<file path="src/rtl/pipeline_defs.sv">
// Shared definitions for the pipeline stall/bubble sequencer: stall vectors,
// FSM state encoding, register-zero constant and stall-bit index names.
package pipeline_defs;

    // Sequencer states
    typedef enum logic [1:0] {
        ST_RUN     = 2'd0,
        ST_EXBUSY  = 2'd1,
        ST_MEMWAIT = 2'd2
    } state_t;

    // Stall vectors; always contiguous from the PC upwards
    localparam logic [4:0] STALL_NONE    = 5'b00000;
    localparam logic [4:0] STALL_LOADUSE = 5'b00011;
    localparam logic [4:0] STALL_EXBUSY  = 5'b00111;
    localparam logic [4:0] STALL_MEMWAIT = 5'b01111;

    // Architectural $0 never carries a dependency
    localparam logic [4:0] REG_ZERO = 5'd0;

    // Stall-bit positions
    localparam int STALL_PC    = 0;
    localparam int STALL_IFID  = 1;
    localparam int STALL_IDEX  = 2;
    localparam int STALL_EXMEM = 3;
    localparam int STALL_MEMWB = 4;

    // Counter width for the EX busy counter; it only ever holds MULT_LAT-2
    function automatic int cnt_width(input int lat);
        return (lat > 2) ? $clog2(lat) : 1;
    endfunction

endpackage

</file>
<file path="src/rtl/ex_busy_counter.sv">
// Loadable down-counter tracking the remaining stall cycles of a multi-cycle
// EX operation. Saturates at zero and flags it.
module ex_busy_counter #(
    parameter int W = 2
) (
    input  logic         i_clk,
    input  logic         i_rst_n,
    input  logic         i_load,
    input  logic [W-1:0] i_load_val,
    input  logic         i_dec,
    output logic         o_zero
);

    logic [W-1:0] cnt_q;

    // Load has priority over decrement; decrement stops at zero
    always_ff @(posedge i_clk or negedge i_rst_n) begin
        if (!i_rst_n) begin
            cnt_q <= '0;
        end else if (i_load) begin
            cnt_q <= i_load_val;
        end else if (i_dec && (cnt_q != '0)) begin
            cnt_q <= cnt_q - 1'b1;
        end
    end

    assign o_zero = (cnt_q == '0);

endmodule

</file>
<file path="src/rtl/pipeline_ctrl.sv">
// Central stall/bubble sequencer for the 5-stage pipeline. Combines MEM wait
// states, multi-cycle multiplies and load-use hazards into one contiguous
// stall vector, and gates decode's PC redirect against that stall.
// While a multiply is counting, the FSM stays in EXBUSY even under a MEM wait
// (the MEM wait dominates the stall vector); if the count expires during the
// wait, completion is latched and reported once the wait clears.
module pipeline_ctrl
    import pipeline_defs::*;
#(
    parameter int MULT_LAT   = 4,
    parameter bit DELAY_SLOT = 1'b1
) (
    input  logic       i_clk,
    input  logic       i_rst_n,
    input  logic       i_id_readEnableLeft,
    input  logic       i_id_readEnableRight,
    input  logic [4:0] i_id_rs,
    input  logic [4:0] i_id_rt,
    input  logic       i_id_takeBranch,
    input  logic       i_ex_isLoad,
    input  logic [4:0] i_ex_dest,
    input  logic       i_ex_isMult,
    input  logic       i_mem_req,
    input  logic       i_mem_ack,
    output logic [4:0] o_stall,
    output logic       o_pcRedirect,
    output logic       o_flushIfId,
    output logic       o_multDone,
    output logic [1:0] o_dbgState
);

    localparam int              CW          = cnt_width(MULT_LAT);
    localparam bit              MULT_STALLS = (MULT_LAT > 1);
    localparam logic [CW-1:0]   CNT_LOAD    = (MULT_LAT > 1) ? CW'(MULT_LAT - 2) : '0;

    state_t     state_q, state_d;
    logic       done_held_q, done_held_d;
    logic       cnt_load, cnt_dec, cnt_zero;
    logic       mem_wait, ex_busy, load_use;
    logic       mult_done_raw;
    logic [4:0] stall_raw;

    ex_busy_counter #(.W(CW)) u_cnt (
        .i_clk      (i_clk),
        .i_rst_n    (i_rst_n),
        .i_load     (cnt_load),
        .i_load_val (CNT_LOAD),
        .i_dec      (cnt_dec),
        .o_zero     (cnt_zero)
    );

    // Hazard detection and stall priority: MEM wait > EX busy > load-use
    always_comb begin
        mem_wait = (i_mem_req && !i_mem_ack) || ((state_q == ST_MEMWAIT) && !i_mem_ack);
        ex_busy  = ((state_q == ST_EXBUSY) && !cnt_zero) ||
                   ((state_q == ST_RUN) && MULT_STALLS && i_ex_isMult);
        load_use = i_ex_isLoad && (i_ex_dest != REG_ZERO) &&
                   ((i_id_readEnableLeft  && (i_id_rs == i_ex_dest)) ||
                    (i_id_readEnableRight && (i_id_rt == i_ex_dest)));
        if (mem_wait) begin
            stall_raw = STALL_MEMWAIT;
        end else if (ex_busy) begin
            stall_raw = STALL_EXBUSY;
        end else if (load_use) begin
            stall_raw = STALL_LOADUSE;
        end else begin
            stall_raw = STALL_NONE;
        end
    end

    // Next-state, counter control and multiply-complete pulse
    always_comb begin
        state_d       = state_q;
        done_held_d   = done_held_q;
        cnt_load      = 1'b0;
        cnt_dec       = 1'b0;
        mult_done_raw = 1'b0;
        case (state_q)
            ST_RUN: begin
                if (mem_wait) begin
                    state_d = ST_MEMWAIT;
                end else if (MULT_STALLS && i_ex_isMult) begin
                    state_d  = ST_EXBUSY;
                    cnt_load = 1'b1;
                end
            end
            ST_EXBUSY: begin
                if (!cnt_zero) begin
                    cnt_dec = 1'b1;
                end else if (mem_wait) begin
                    done_held_d = 1'b1;
                    state_d     = ST_MEMWAIT;
                end else begin
                    mult_done_raw = 1'b1;
                    state_d       = ST_RUN;
                end
            end
            ST_MEMWAIT: begin
                if (i_mem_ack) begin
                    state_d = ST_RUN;
                end
            end
            default: state_d = ST_RUN;
        endcase
        if (done_held_q && !mem_wait) begin
            mult_done_raw = 1'b1;
            done_held_d   = 1'b0;
        end
        if (!MULT_STALLS) begin
            mult_done_raw = i_ex_isMult && !stall_raw[STALL_EXMEM];
        end
    end

    // State and latched-completion registers
    always_ff @(posedge i_clk or negedge i_rst_n) begin
        if (!i_rst_n) begin
            state_q     <= ST_RUN;
            done_held_q <= 1'b0;
        end else begin
            state_q     <= state_d;
            done_held_q <= done_held_d;
        end
    end

    // Outputs forced quiet while reset is asserted
    always_comb begin
        o_stall      = i_rst_n ? stall_raw : STALL_NONE;
        o_pcRedirect = i_rst_n && i_id_takeBranch && !stall_raw[STALL_IFID];
        o_flushIfId  = o_pcRedirect && (DELAY_SLOT == 1'b0);
        o_multDone   = i_rst_n && mult_done_raw;
        o_dbgState   = state_q;
    end

endmodule

</file>
<file path="config.mk">
export PLATFORM = sky130hd
export DESIGN_NAME = pipeline_ctrl
export DESIGN_NICKNAME = d
export VERILOG_FILES = /design/src/rtl/pipeline_defs.sv /design/src/rtl/ex_busy_counter.sv /design/src/rtl/pipeline_ctrl.sv
export SDC_FILE = /design/constraint.sdc
export NUM_CORES = 1
export LEC_CHECK = 0
export BUFFER_PORTS_ARGS = -buffer_cell sky130_fd_sc_hd__clkbuf_2
export CORE_AREA = 4 4 41 43
export CTS_BUF_LIST = sky130_fd_sc_hd__clkbuf_4 sky130_fd_sc_hd__clkbuf_8 sky130_fd_sc_hd__clkbuf_16
export CTS_CLUSTER_SIZE = 28
export DETAILED_ROUTE_END_ITERATION = 7
export DIE_AREA = 0 0 45 47
export PLACE_DENSITY = 0.7
export SKIP_CTS_REPAIR_TIMING = 1
export SLEW_MARGIN = 20
export SYNTH_ARGS = -nofsm -noshare
export SYNTH_HDL_FRONTEND = slang
export SYNTH_SLANG_ARGS = --single-unit
</file>
<file path="constraint.sdc">
create_clock -name i_clk -period 1.83 [get_ports i_clk]
set_input_delay 0.183 -clock i_clk [delete_from_list [all_inputs] [get_ports i_clk]]
set_output_delay 0.183 -clock i_clk [all_outputs]
set_load 0.01 [all_outputs]
</file>
==> results_dict.tcl, run 1 <==
set metrics [dict create \
    fmax_mhz 579 \
    path_delay_family "compound AO/OA/AOI/OAI gates" \
    avgRoutedWirePerCell_um 11.2 \
    synth_cells 54 \
    grt_max_degree 11 \
    ys_warn_count 0 \
    fill_cells 140 \
    ios 34 \
    h-tree-depth 1 \
    seq_area_frac_synth_pct 27.4 \
    setup_tns_ps 0 \
    grt_pass1_vias 473 \
    fin_util_pct 51.9 \
    design_power_total_uw 699 \
    routabilityCongestion 0.692 \
    outcome "complete, no violations" \
    clock_path_buffers 2 \
    finalNonFillerCells 104 \
    syn_area_um2 457 \
    multiInputGateArea_um2 314 \
    ir_worst_vdd_uv 609 \
    dp_hpwl_um 971 \
    cp_num_buf_inv 2 \
    dieArea_um2 2120 \
    hold_violations 0 \
    finalSetupViolCount 0 \
    cts-root-buf "clkbuf_4" \
    antennaDiodeCount 0 \
    drt_iter0_drc 0 \
    path_cells "inv_2 -> ha_4 -> nand2b_1 -> a21oi_2 -> o21a_1 -> a31o_2 -> clkbuf_2" \
    cap_violations 0 \
    cp-startpoint "u_cnt.cnt_q[0]" \
    ys_ff_latch 5 \
    drcViolationCount 0 \
    reg2reg_from "u_cnt.cnt_q[0]" \
    critPathSlowestCell "dfrtp_1" \
    numClockSinks 5 \
    cpPeakStageDelay_ps 390 \
    syn_avg_cell_area_um2 8.46 \
    min_period_ps 1730 \
    synthDistinctLibCells 24 \
    track_usage_pct 11.5 \
    vias 482 \
    critical_path.max_fanout 4 \
    firstDrtPassIters 1 \
    hold_path.class "primary input to register" \
    grt_overflow 0 \
    clkTransAtPathRegs_ps 40 \
    period_share_pct 94.3 \
    area_growth_pct 47.9 \
    dp_cells 99 \
    cts_tree "yes" \
    antenna_found_initial 0 \
    cp.arrival_ps 1540 \
    start_kind "register" \
    worstSetupEndpointType "primary output" \
    required_ps 1650 \
    drt-vias-per-instance 4.63 \
    drv_slew 0 \
    finalNetCount 115 \
    core_area_um2 1300 \
    initial_core_util_pct 35.1 \
    power_leakage_nw 0.330 \
    pwr_density_cell_nw_per_um2 1040 \
    hp-start "i_mem_ack" \
    die_w_um 45 \
    row_count 13 \
    grt_pass1_wl_um 1730 \
    seq_area_um2 125 \
    ant_nets 0 \
    rsz0062_at_grt "no" \
    cts_buffers 3 \
    dieHeight_um 47 \
    portBuffers 31 \
    crit_type "register to primary output" \
    skew_ps 0.740 \
    clk-insertion-delay-late_ps 240 \
    final_layout_size_suffix_gt1_share_pct 47.2 \
    routed_wl_um 1170 \
]
## cell usage after synthesis
cell type  instances  area share (%)
o22ai_1            1             1.4
nand3b_1           1             1.6
a31o_2             1             1.9
o211ai_1           1             1.6
nand2b_1           3             4.1
a221oi_1           1             1.9
nor3b_1            1             1.6
xnor2_1           11              21
a21oi_1            2             2.2
dfrtp_1            5              27
and2_1             2             2.7
a2111oi_2          1             3.3
conb_1             1            0.82
ha_1               1             2.7
a31oi_1            1             1.4
nand2_1            6             4.9
o21ai_0            1             1.1
nand4_1            2             2.7
inv_1              4             3.3
buf_4              3             4.9
nor2_1             1            0.82
or4_1              1             1.6
o21a_1             2             3.3
nor2b_1            1             1.4
## registers in the layout, summed over array words and instances (netlist names)
register     cells
u_cnt.cnt_q      2
done_held_q      1
o_dbgState       2
## worst reg2reg max path, stage by stage (launching register included)
cell	delay (ps)
dfrtp_1	370
inv_2	60
ha_4	160
nand3b_1	230
xnor2_1	160
and2_1	150
## cell families (layout without fill, tap and decap cells)
kind of cell             after synthesis  count (layout)  synth area share [%]
XOR/XNOR                              11              11                  21.1
other                                  1               2                 0.821
flip-flops                             5               5                  27.4
buffers and inverters                  7              41                  8.22
AND/OR/NAND/NOR                       18              18                  21.6
AO/OA/AOI/OAI                         11              11                  18.1
adder cells (fa/ha/maj)                1               1                  2.74
## cell usage in the layout, fill, tap and decap left out, types with 2 or more instances in the layout
cell type	synthesis	layout
inv_2	0	2
conb_1	1	2
nand4_1	2	2
o21a_1	2	2
and2_1	2	2
dfrtp_1	5	5
xnor2_1	11	11
inv_1	4	2
nand2_1	6	6
clkbuf_2	0	31
clkbuf_4	0	4
nand2b_1	3	3
## through the flow
step	area (um^2)	hold WS, ps	setup WS, ps
4_1_cts	649	-220	-26.6
3_5_place_dp	619	40.3	120
2_1_floorplan	460	-113	248
6_report	676	137	104
3_3_place_gp	619	37.7	138
5_1_grt	676	137	2.04
## routing by layer
metal	part of all wire, %	vias to the layer above	track usage [%]
met4	0	0	8.77
met5	0	-	0
met3	13	0	3.45
met2	46	25	19.8
li1	-	251	-
met1	41	206	11.7
## area by class of cell
class | instances | area share, %
multi-input cells | 43 | 46.5
clock buffers | 4 | 4.44
well taps | 15 | 2.78
flip-flops and latches | 5 | 18.5
repair buffers | 33 | 25.6
inverters | 4 | 2.22
## where the power goes
group | leakage (nW) | internal (mW) | switching, mW
clock network | 0.0184 | 0.0970 | 0.0423
registers | 0.0628 | 0.152 | 0.0423
logic | 0.249 | 0.186 | 0.180
total | 0.330 | 0.435 | 0.265
## worst paths after layout
| kind | cells after the start | to | slack, ps |
|---|---|---|---|
| setup / recovery | 7 | o_stall[0] | 100 |
| hold / removal | 2 | o_dbgState[1] | 140 |
| setup reg to reg | 5 | u_cnt.cnt_q[0] | 590 |
| hold reg to reg | 2 | done_held_q | 520 |
| max in group asynchronous | 2 | u_cnt.cnt_q[1] | 1320 |
| min in group asynchronous | 2 | u_cnt.cnt_q[0] | 330 |
(Power assumes the default switching activity.)
==> run 2: changes to the inputs <==
--- a/config.mk
+++ b/config.mk
@@ -6,12 +6,15 @@
 export NUM_CORES = 1
 export LEC_CHECK = 0
 export BUFFER_PORTS_ARGS = -buffer_cell sky130_fd_sc_hd__clkbuf_2
-export CORE_AREA = 4 4 41 43
+export CELL_PAD_IN_SITES_DETAIL_PLACEMENT = 1
+export CELL_PAD_IN_SITES_GLOBAL_PLACEMENT = 2
+export CORE_ASPECT_RATIO = 1.5
+export CORE_MARGIN = 4
+export CORE_UTILIZATION = 19
 export CTS_BUF_LIST = sky130_fd_sc_hd__clkbuf_4 sky130_fd_sc_hd__clkbuf_8 sky130_fd_sc_hd__clkbuf_16
 export CTS_CLUSTER_SIZE = 28
 export DETAILED_ROUTE_END_ITERATION = 7
-export DIE_AREA = 0 0 45 47
-export PLACE_DENSITY = 0.7
+export PLACE_DENSITY_LB_ADDON = 0.1
 export SKIP_CTS_REPAIR_TIMING = 1
 export SLEW_MARGIN = 20
 export SYNTH_ARGS = -nofsm -noshare
==> results_dict.tcl, run 2 (synthesis results as in run 1) <==
set metrics [dict create \
    dieArea_um2 3270 \
    power.share.switching_pct 36.8 \
    cts_tree "yes" \
    grt_overflow 0 \
    skew_ps 0.839 \
    ant_nets 0 \
    antenna_found_initial 0 \
    grt_pass1_vias 499 \
    cap_violations 0 \
    drcViolationCount 0 \
    portBuffers 31 \
    p_seq_share_pct 26.7 \
    fill_cells 291 \
    dieHeight_um 68.0 \
    power_leakage_nw 0.345 \
    pwr-share-comb_pct 53.4 \
    crit_type "register to primary output" \
    initial_core_util_pct 20.2 \
    cts_buffers 3 \
    start_kind "register" \
    row_count 21 \
    area_growth_pct 53.4 \
    firstDrtPassIters 2 \
    cp.arrival_ps 1570 \
    die_w_um 48.0 \
    h-tree-depth 1 \
    core_area_um2 2260 \
    required_ps 1650 \
    fmax_mhz 572 \
    design_power_total_uw 709 \
    fin_util_pct 31.0 \
    hold_path.class "primary input to register" \
    avgRoutedWirePerCell_um 12.0 \
    cts-root-buf "clkbuf_4" \
    placed_cell_area_um2 637 \
    final_common_cell "clkbuf_2" \
    routabilityCongestion 0.661 \
    postLayoutCellArea_um2 701 \
    routed_wl_um 1370 \
    ir_worst_vdd_uv 399 \
    clkTransAtPathRegs_ps 40 \
    p_int_uw 448 \
    final_layout_size_suffix_gt1_share_pct 45.1 \
    period_share_pct 95.6 \
    min_period_ps 1750 \
    critical_path.max_fanout 2 \
    finalSetupViolCount 0 \
    clock_path_buffers 2 \
    finalNetCount 117 \
    pwr_density_cell_nw_per_um2 1010 \
    clock_power_share_pct 19.9 \
    drt_iter0_drc 8 \
    power_switching_uw 261 \
    vias 516 \
    clk-insertion-delay-late_ps 240 \
    final_cell_mix "29 x clkbuf_2, 11 x xnor2_1, 6 x nand2_1" \
    grt_pass1_wl_um 1970 \
    drt-vias-per-instance 4.53 \
    outcome "complete, no violations" \
    ios 34 \
    antennaDiodeCount 0 \
    track_usage_pct 8.39 \
    worstSetupEndpointType "primary output" \
    hold_violations 0 \
    drv_slew 0 \
    grt_max_degree 11 \
    numClockSinks 5 \
]
==> run 2: changes by cell type in the layout (fill, tap and decap cells not counted), sizes merged <==
| cell | change |
|---|---|
| buf | +4 |
| clkbuf | -2 |
==> run 2: power groups by stage <==
stage	Clock, mW	Combinational, mW	Sequential, mW
global placement	0	0.352	0.190
CTS	0.149	0.356	0.189
detailed placement	0	0.352	0.191
global route	0.159	0.426	0.196
floorplan	0	0.224	0.190
finish	0.141	0.379	0.189
==> run 2: path summary, 6_finish.rpt <==
path                                 from              to  slack (ps)  depth (start not counted)
setup reg to reg           u_cnt.cnt_q[0]  u_cnt.cnt_q[0]         440                          6
hold reg to reg               done_held_q     done_held_q         510                          2
hold / removal                  i_mem_ack   o_dbgState[1]         140                          2
max in group asynchronous         i_rst_n  u_cnt.cnt_q[0]        1320                          2
setup / recovery           u_cnt.cnt_q[0]      o_stall[0]          80                          7
min in group asynchronous         i_rst_n   o_dbgState[0]         330                          2
==> run 2: per-stage QoR <==
stage	TNS (ps)	instances	hold slack, ps	worst slack [ps]
2_1_floorplan	0	55	-113	248
3_3_place_gp	0	108	45.3	110
3_5_place_dp	0	108	45.5	101
4_1_cts	-110	112	-216	-55.2
5_1_grt	-20.0	114	146	-10.2
6_report	0	114	138	80.5
==> run 2: area by class of cell <==
class                      count  area (um^2)  share of cell area, %
inverter                       4         15.0                   2.14
sequential                     5          125                   17.9
multi-input combinational     43          302                   43.0
clock buffer                   4         30.0                   4.29
tap                           23         28.8                   4.11
timing repair buffer          35          200                   28.6
==> run 2: critical path: stages, from the launching register on <==
cell and delay [ps]:
dfrtp_1 380, inv_1 60, ha_1 160, nand2b_1 120
a21oi_2 70, o21a_1 180, a31o_2 240, buf_6 120
==> run 2: routing by layer <==
metal / vias to the layer above / global-route usage [%] / share of wire, %
li1: 256 / - / -
met4: 0 / 3.03 / 1.2
met5: - / 0 / 0
met2: 19 / 16.4 / 58
met3: 2 / 1.84 / 8.7
met1: 239 / 7.87 / 32
